File: src/rtl/led_mode_sequencer.sv
// Button debounce + blink-mode sequencer driving the blinker enable/rate selects.
// Optional forced-OFF on long hold is enabled by defining LONG_PRESS_OFF_EN.
module led_mode_sequencer #(
  parameter int unsigned c_debounce_count   = 500_000,
  parameter int unsigned c_dwell_count      = 100_000_000,
  parameter int unsigned c_long_press_count = 100_000_000
) (
  input  logic       i_clk,
  input  logic       i_rst,
  input  logic       i_button,
  input  logic       i_auto,
  output logic       o_enable,
  output logic       o_select0,
  output logic       o_select1,
  output logic [2:0] o_mode,
  output logic       o_mode_change
);

  typedef enum logic [2:0] {
    OFF  = 3'd0,
    HZ1  = 3'd1,
    HZ5  = 3'd2,
    HZ10 = 3'd3,
    HZ20 = 3'd4
  } mode_t;

  localparam logic [31:0] DB_TC = 32'(c_debounce_count - 1);
  localparam logic [31:0] DW_TC = 32'(c_dwell_count - 1);

  mode_t       mode, mode_nxt;
  logic [1:0]  sel_nxt;
  logic        btn_s1, btn_s2;
  logic        db_level, db_d, press;
  logic [31:0] db_cnt, dwell_cnt;
  logic        auto_step, force_off;

  function automatic mode_t press_next(input mode_t m);
    case (m)
      OFF:     return HZ1;
      HZ1:     return HZ5;
      HZ5:     return HZ10;
      HZ10:    return HZ20;
      default: return OFF;
    endcase
  endfunction

  // Auto-cycle never parks the blinker in OFF.
  function automatic mode_t auto_next(input mode_t m);
    if (m == HZ20 || m == OFF) return HZ1;
    return press_next(m);
  endfunction

  always_ff @(posedge i_clk or posedge i_rst) begin
    if (i_rst) begin
      btn_s1   <= 1'b0;
      btn_s2   <= 1'b0;
      db_level <= 1'b0;
      db_cnt   <= '0;
      db_d     <= 1'b0;
      press    <= 1'b0;
    end else begin
      btn_s1 <= i_button;
      btn_s2 <= btn_s1;
      if (btn_s2 == db_level) begin
        db_cnt <= '0;
      end else if (db_cnt == DB_TC) begin
        db_level <= btn_s2;
        db_cnt   <= '0;
      end else begin
        db_cnt <= db_cnt + 32'd1;
      end
      db_d  <= db_level;
      press <= db_level & ~db_d;
    end
  end

`ifdef LONG_PRESS_OFF_EN
  localparam logic [31:0] LP_TC = 32'(c_long_press_count - 1);
  logic [31:0] hold_cnt;
  logic        hold_done;

  // hold_done keeps the forced OFF to a single shot per hold.
  always_ff @(posedge i_clk or posedge i_rst) begin
    if (i_rst) begin
      hold_cnt  <= '0;
      hold_done <= 1'b0;
    end else if (!db_level) begin
      hold_cnt  <= '0;
      hold_done <= 1'b0;
    end else if (!hold_done) begin
      if (hold_cnt == LP_TC) begin
        hold_cnt  <= '0;
        hold_done <= 1'b1;
      end else begin
        hold_cnt <= hold_cnt + 32'd1;
      end
    end
  end

  assign force_off = db_level && !hold_done && (hold_cnt == LP_TC);
`else
  assign force_off = 1'b0;
`endif

  assign auto_step = i_auto && (dwell_cnt == DW_TC);

  always_ff @(posedge i_clk or posedge i_rst) begin
    if (i_rst)
      dwell_cnt <= '0;
    else if (press || force_off || auto_step || !i_auto)
      dwell_cnt <= '0;
    else
      dwell_cnt <= dwell_cnt + 32'd1;
  end

  // Press takes priority over a coincident auto step; forced OFF over both.
  always_comb begin
    mode_nxt = mode;
    sel_nxt  = 2'b00;
    if (force_off)      mode_nxt = OFF;
    else if (press)     mode_nxt = press_next(mode);
    else if (auto_step) mode_nxt = auto_next(mode);
    case (mode_nxt)
      HZ5:     sel_nxt = 2'b01;
      HZ10:    sel_nxt = 2'b10;
      HZ20:    sel_nxt = 2'b11;
      default: sel_nxt = 2'b00;
    endcase
  end

  always_ff @(posedge i_clk or posedge i_rst) begin
    if (i_rst) begin
      mode          <= OFF;
      o_enable      <= 1'b0;
      o_select0     <= 1'b0;
      o_select1     <= 1'b0;
      o_mode_change <= 1'b0;
    end else begin
      mode          <= mode_nxt;
      o_enable      <= (mode_nxt != OFF);
      o_select0     <= sel_nxt[0];
      o_select1     <= sel_nxt[1];
      o_mode_change <= (mode_nxt != mode);
    end
  end

  assign o_mode = mode;

endmodule

File: config.mk
export PLATFORM = sky130hd
export DESIGN_NAME = led_mode_sequencer
export DESIGN_NICKNAME = d
export VERILOG_FILES = /design/src/rtl/led_mode_sequencer.sv
export SDC_FILE = /design/constraint.sdc
export NUM_CORES = 1
export LEC_CHECK = 0
export CORE_MARGIN = 2
export CORE_UTILIZATION = 42
export CTS_BUF_LIST = sky130_fd_sc_hd__clkbuf_8
export DETAILED_ROUTE_END_ITERATION = 7
export PLACE_DENSITY = 0.64
export SYNTH_ARGS = -nofsm -noshare
export SYNTH_HDL_FRONTEND = slang
export SYNTH_SLANG_ARGS = --single-unit
File: constraint.sdc
create_clock -name i_clk -period 3.1 [get_ports i_clk]
set_input_delay 0.93 -clock i_clk [delete_from_list [all_inputs] [get_ports i_clk]]
set_output_delay 0.93 -clock i_clk [all_outputs]
set_load 0.05 [all_outputs]
# After elaboration in Yosys (flattened, before gate mapping)
# Index checks and enable logic that the tools add are counted.
# classes
add_sub_neg	2
n_eq_ne	11
n_mux	12
bitwise_logic	3
n_reduce_logical	8
# ops
op	count
$mux W32	3
$add A32 B1 Y32 const B	2
$eq A32 B19 Y1 const B	1
$eq A32 B27 Y1 const B	1
$eq A3 B2 Y1 const B	4
$mux W3	4
$pmux W3 S4	1
$eq A3 B3 Y1 const B	2
$pmux W2 S3	1
$eq A3 B1 Y1 const B	1
$logic_not A3 Y1	1
$logic_or A1 B1 Y1	3
$mux W1	3
$ne A3 B3 Y1	1
$reduce_bool A3 Y1	1
$not A1 Y1	2
$reduce_and A2 Y1	1
$and A1 B1 Y1	1
$eq A1 B1 Y1	1
$logic_and A1 B1 Y1	1
$logic_not A1 Y1	1
# word_totals
register_bits	76
in_bits	4
output_inout_bits	7
wordCells	48

# Logic depth before layout (Yosys ltp)
# Gate-level depths: netlist (run 1).
# depth
depth_word	10
depth_mapped	7
mapped_depth_nobuf	7

# Least setup slack after synthesis (run 1)
# Ideal clock, no wire load.
# synth_timing
path_type	input -> register
from	input port i_auto
to	register dwell_cnt[22]
setup_time_ns	0.119
arrival_ns	2.040
required_ns	2.981
setup_slack_ns	0.941
cell_stages	6
n_path_buf	1
path_cell_list	nor4b_2 nand4_1 o41a_4 nand2_4 buf_6 nor2_1
# synth_via
elab_chain_cells	4
elab_cells_between_ends	5
cone_classes	mux (1); reduce/logical (4)
# synth_lines
item	line_no	text
from (decl)	11	input logic i_auto,
$logic_and A1 B1 Y1	105	assign auto_step = i_auto && (dwell_cnt == DW_TC);
$logic_or A1 B1 Y1	110	else if (press || force_off || auto_step || !i_auto)
$logic_or A1 B1 Y1 *	110	
$mux W32 *	110	
to (signal assigned)	113	dwell_cnt <= dwell_cnt + 32'd1;
to (decl)	34	logic [31:0] db_cnt, dwell_cnt;
# Every way passes the cells marked *; elsewhere a longest branch is shown, timed or not.
# A chain may end at the register's enable or synchronous reset.

# Worst setup path in the final report (run 1)
# layout_timing
from	register mode[0], in the netlist o_mode[0]
to	output port o_mode[0]
# layout_rtl
item	line_no	text
from (decl)	30	mode_t mode, mode_nxt;
from (signal assigned)	139	mode <= mode_nxt;
to (decl)	15	output logic [2:0] o_mode,
# No word-level cell between the ends.

==> metrics.yaml, run 1 <==
worst_slack_ns: 0.4613
die_y_um: 98.70
syn_area_per_cell_um2: 10.10
clkSinkCount: 76
rsz0062_at_grt: "no"
core_um2: 8721
grt_pass1_wl_um: 12050
layoutNonFillerInstCount: 500
yosys.area.top_type: "dfrtp_1"
syn_area_um2: 3766
setup_violations: 0
root_buffer: "clkbuf_8"
synth.distinct_cells: 48
path_class: "reg -> out"
cts.clk_slew.worst_paths_ns: 0.07
crit_cells: 1
fp.dieW_um: 98.70
die_area_um2: 9741
gp_congestion: 0.7698
endpoint: "o_mode[0]"
pre_cts_ws_ns: 0.1162
io_buffers: 10
crit_start: "o_mode[0]$_DFF_PP0_"
critical_path_required_ns: 2.17
drt-pass1-iter-count: 4
layout-drive-gt1-share_pct: 10.46
reg2reg_to: "db_cnt[14]$_DFF_PP0_"
dp_hpwl_um: 4629
r2r_start: "db_cnt[0]$_DFF_PP0_"
clk_latency_ns: 0.36
worstPathCellList: "clkdlybuf4s50_1"
start_util_pct: 43.19
setup_tns_ns: 0
route.detailed.drc: 0
r2r_setup_slack_ns: 0.93
drv_slew: 0
timing.slew.headroom_pct: 43.99
syn-instance-count: 373
yosys.area.top_type_share_pct: 50.50
hold_buffers: 0
cp-start-kind: "flop"
postCtsSetupBuffers: 0
ir_drop_v: 0.0002597
htreeDepth: 3
yosys_register_bits: 76
cp_max_fo: 8
numCtsBuffers: 9
hold_violations: 0
fmax_mhz: 379.0
vias: 2630
first_global_vias: 2515
vias_per_cell: 5.260
drtIter0Drc: 87
place_area_um2: 3966
synth-edff-count: 0
cp.arrival_ns: 1.71
crit_path_end_kind: "output port"
clockBufferDepth: 2
hp-class: "reg -> reg"
cts_resized: 0
ys_top_cells_by_count: "dfrtp_1, nor2_1, xor2_1"
rows: 34
synth-async-reset-ratio_pct: 100.0
ys_top_cells_by_area: "dfrtp_1, xor2_1, nor2_1, nand4_1, xnor2_1"
wl_per_cell_um: 13.74
critPathTopFamily: "buffers and inverters"
p_total_mw: 1.910
antenna_found_initial: 0
worstMarginPinSlew_ns: 0.8324
finalWirelength_um: 6870
ant_nets: 0
finalCritPeriodShare_pct: 85.12
nets: 393
period_minus_slack_ns: 2.639
reg2regPathDepth: 5
yosysSeqAreaShare_pct: 50.50
grt_max_degree: 37
syn_nets: 379
critPathBufInv: 1
grt.overflow.total: 0
synth-main-ff-cell: "dfrtp_1"
final_area_um2: 4194
cts_tree: "built"
pin_count: 11
cap_violations: 0
grt_use_total_pct: 15.26
antenna_cells: 0
cp_slowest_cell: "clkdlybuf4s50_1"
powerDensity_nw_per_um2: 455.4
yosysWarnings: 0
dp_cells: 484
fin_skew_ns: 0.01369
cellLeakagePower_nw: 1.764
area_growth_pct: 11.36
yosysMostFrequentCell: "dfrtp_1"
outcome: "completed"
max_stage_delay_ns: 0.87
==> sequential cells by signal (all words and copies together), names as in the netlist <==
name           count
btn_s1             1
btn_s2             1
db_cnt            32
db_d               1
db_level           1
dwell_cnt         32
o_enable           1
o_mode             3
o_mode_change      1
o_select0          1
o_select1          1
press              1
==> metrics by stage <==
stage               hold WS, ns  util [%]
CTS                      0.3625     48.09
detailed placement       0.3355     45.48
floorplan                0.3312         -
global route             0.3705     48.09
global placement         0.3342     45.48
finish                   0.3557     48.09
==> routing by layer <==
metal,track usage [%],part of all wire (%),up-vias
li1,-,-,1313
met1,21.18,51,1296
met2,23.44,46,12
met3,3.617,2.0,9
met4,5.690,1.4,0
met5,0,0,-
==> power by group <==
group | switching [mW] | internal [mW]
Sequential | 0.00687 | 0.998
Combinational | 0.0390 | 0.0152
Clock | 0.357 | 0.493
Total | 0.403 | 1.51
==> cells by family after synthesis <==
family,count (synthesis),share of synthesized area [%]
mux,2,0.5648
fa+ha+maj,2,0.6643
flops,76,50.50
compound gates,10,2.026
simple gates,205,29.40
buf+inv,18,2.890
xor+xnor,60,13.95
==> cell type report <==
type	count	area, µm²
multi-input combinational	279	1755
tap	108	135.1
clock inverter	5	76.32
clock buffer	11	151.4
timing repair buffer	14	142.6
inverter	7	31.28
sequential	76	1902
fill	803	4527
==> layout by cell type (no fill, tap or decap), types with 5 or more instances in the layout <==
cell type | Yosys | routed
dfrtp_1 | 76 | 76
nand3_1 | 25 | 25
and3_1 | 5 | 5
nor2_1 | 75 | 75
clkdlybuf4s50_1 | 0 | 10
nor4_1 | 9 | 9
nor3_1 | 10 | 10
nand4_1 | 28 | 28
xor2_1 | 40 | 40
inv_1 | 6 | 7
clkbuf_8 | 0 | 11
xnor2_1 | 20 | 20
nand2_1 | 21 | 21
==> how the worst min path moves through the flow <==
stage                           startpoint                to  depth (start not counted)
after CTS                 btn_s1$_DFF_PP0_  btn_s2$_DFF_PP0_                          0
after floorplan           btn_s1$_DFF_PP0_  btn_s2$_DFF_PP0_                          0
after detailed placement  btn_s1$_DFF_PP0_  btn_s2$_DFF_PP0_                          0
final                     btn_s1$_DFF_PP0_  btn_s2$_DFF_PP0_                          0
after global routing      btn_s1$_DFF_PP0_  btn_s2$_DFF_PP0_                          0
after global placement    btn_s1$_DFF_PP0_  btn_s2$_DFF_PP0_                          0
Power figures use the tool's default switching activity.
==> inputs of run 2 (changes only) <==
Settings changed: CORE_MARGIN 2 to unset, GPL_TIMING_DRIVEN set to 0, MAX_ROUTING_LAYER set to met4.
==> metrics.yaml, run 2 (synthesized netlist as in run 1, its figures left out) <==
cp.arrival_ns: 1.69  # -0.02 ns
vias_per_cell: 5.298  # +0.72%
setup_tns_ns: 0  # unchanged
cap_violations: 0  # unchanged
critPathTopFamily: "buffers and inverters"
final_util_pct: 48.54  # +0.44 points
grt_use_total_pct: 16.95  # +1.7 points
core_um2: 8721  # unchanged
drtIter0Drc: 129  # +48%
grt_max_degree: 61  # +65%
gp_congestion: 0.8168  # +6.1%
first_global_vias: 2691  # +7.0%
root_buffer: "clkbuf_8"
layout-drive-gt1-share_pct: 12.03  # +1.6 points
r2r_start: "db_cnt[0]$_DFF_PP0_"
hold_end: "btn_s2$_DFF_PP0_"
cellLeakagePower_nw: 1.782  # +1.0%
critPathBufInv: 1  # unchanged
cp_max_fo: 8  # unchanged
finalCritPeriodShare_pct: 84.62  # -0.50 points
area_growth_pct: 12.39
wl_per_cell_um: 13.96  # +1.6%
start_util_pct: 43.19  # unchanged
die_y_um: 96.70  # -2.0%
crit_path_end_kind: "output port"
layout_common_cells: "dfrtp_1, nor2_1, xor2_1"
fp.dieW_um: 96.70  # -2.0%
worstPathCellList: "clkdlybuf4s50_1"
hold_depth: 0  # unchanged
drv_slew: 0  # unchanged
drt-pass1-iter-count: 4  # unchanged
grt.overflow.total: 0  # unchanged
fill_cells: 817  # +1.7%
reg2reg_to: "db_cnt[25]$_DFF_PP0_"
ant_nets: 0  # unchanged
postCtsSetupBuffers: 0  # unchanged
period_minus_slack_ns: 2.623  # -0.01543 ns
io_buffers: 10  # unchanged
pin_count: 11  # unchanged
clockBufferDepth: 2  # unchanged
antenna_found_initial: 0  # unchanged
cts.clk_slew.worst_paths_ns: 0.08  # about the same
powerDensity_nw_per_um2: 433.4  # -4.8%
max_stage_delay_ns: 0.85  # -0.02 ns
cts_resized: 0  # unchanged
worstMarginPinSlew_ns: 0.8811  # +0.04863 ns
final_common_cell: "dfrtp_1"
vias: 2686  # +2.1%
hold_violations: 0  # unchanged
cp_slowest_cell: "clkdlybuf4s50_1"
numCtsBuffers: 9  # unchanged
htreeDepth: 3  # unchanged
cp-start-kind: "flop"
clk_latency_ns: 0.35  # about the same
antenna_cells: 0  # unchanged
ir_drop_v: 0.0002878  # +11%
die_area_um2: 9350  # -4.0%
setup_violations: 0  # unchanged
hold_buffers: 0  # unchanged
fin_skew_ns: 0.01190  # -0.001797 ns
reg2regPathDepth: 7  # +2
rsz0062_at_grt: "no"
cts_tree: "built"
hp-class: "reg -> reg"
clkSinkCount: 76  # unchanged
finalWirelength_um: 7078  # +3.0%
outcome: "completed"
rows: 34  # unchanged
fmax_mhz: 381.2  # +0.59%
grt_pass1_wl_um: 12460  # +3.4%
nets: 401  # +2.0%
critical_path_required_ns: 2.17  # about the same
path_class: "reg -> out"
route.detailed.drc: 0  # unchanged
hp-start: "btn_s1$_DFF_PP0_"
r2r_setup_slack_ns: 0.81  # -0.12 ns
timing.slew.headroom_pct: 40.72  # -3.3 points
dp_hpwl_um: 4981  # +7.6%
==> run 2: where the power goes <==
| group | internal [mW] | switching [mW] |
|---|---|---|
| logic | 0.0210 | 0.0407 |
| registers | 0.998 | 0.00705 |
| clock network | 0.410 | 0.358 |
==> run 2: how the worst max path moves through the flow <==
stage	start	end	slack [ns]	cells past startpoint
floorplan	i_rst	btn_s1$_DFF_PP0_	0.23	1
global placement	i_rst	dwell_cnt[22]$_DFF_PP0_	-1.0	2
detailed placement	i_auto	o_mode[1]$_DFF_PP0_	0.19	7
CTS	o_mode[0]$_DFF_PP0_	o_mode[0]	0.46	1
global route	o_mode[0]$_DFF_PP0_	o_mode[0]	0.41	1
finish	o_mode[0]$_DFF_PP0_	o_mode[0]	0.48	1
==> run 2: stage by stage <==
step | std cells | cell area [µm²] | setup WS (ns) | power, mW | hold WS [ns]
global route | 507 | 4233 | 0.4116 | 1.911 | 0.3758
CTS | 507 | 4233 | 0.4576 | 1.866 | 0.3633
finish | 507 | 4233 | 0.4768 | 1.835 | 0.3571
floorplan | 373 | 3766 | 0.2317 | 1.066 | 0.3312
global placement | 491 | 4001 | -0.9978 | 1.083 | 0.3346
detailed placement | 492 | 4031 | 0.1917 | 1.089 | 0.3452
==> run 2: final cells by class <==
| type | count | area [µm²] | area share (%) |
|---|---|---|---|
| clock buffer | 11 | 151.4 | 3.577 |
| multi-input combinational | 279 | 1755 | 41.47 |
| tap | 108 | 135.1 | 3.192 |
| clock inverter | 4 | 50.05 | 1.182 |
| sequential | 76 | 1902 | 44.93 |
| inverter | 7 | 33.78 | 0.7981 |
| timing repair buffer | 11 | 127.6 | 3.015 |
| buffer | 11 | 77.57 | 1.833 |
==> run 2: routing by layer <==
metal	vias to the layer above	track usage [%]	part of all wire, %	routed length (µm)
li1	1338	-	-	-
met1	1313	21.04	48	3392
met2	24	26.22	48	3408
met3	11	4.986	2.5	174
met4	0	6.429	1.5	103
met5	-	-	0	0
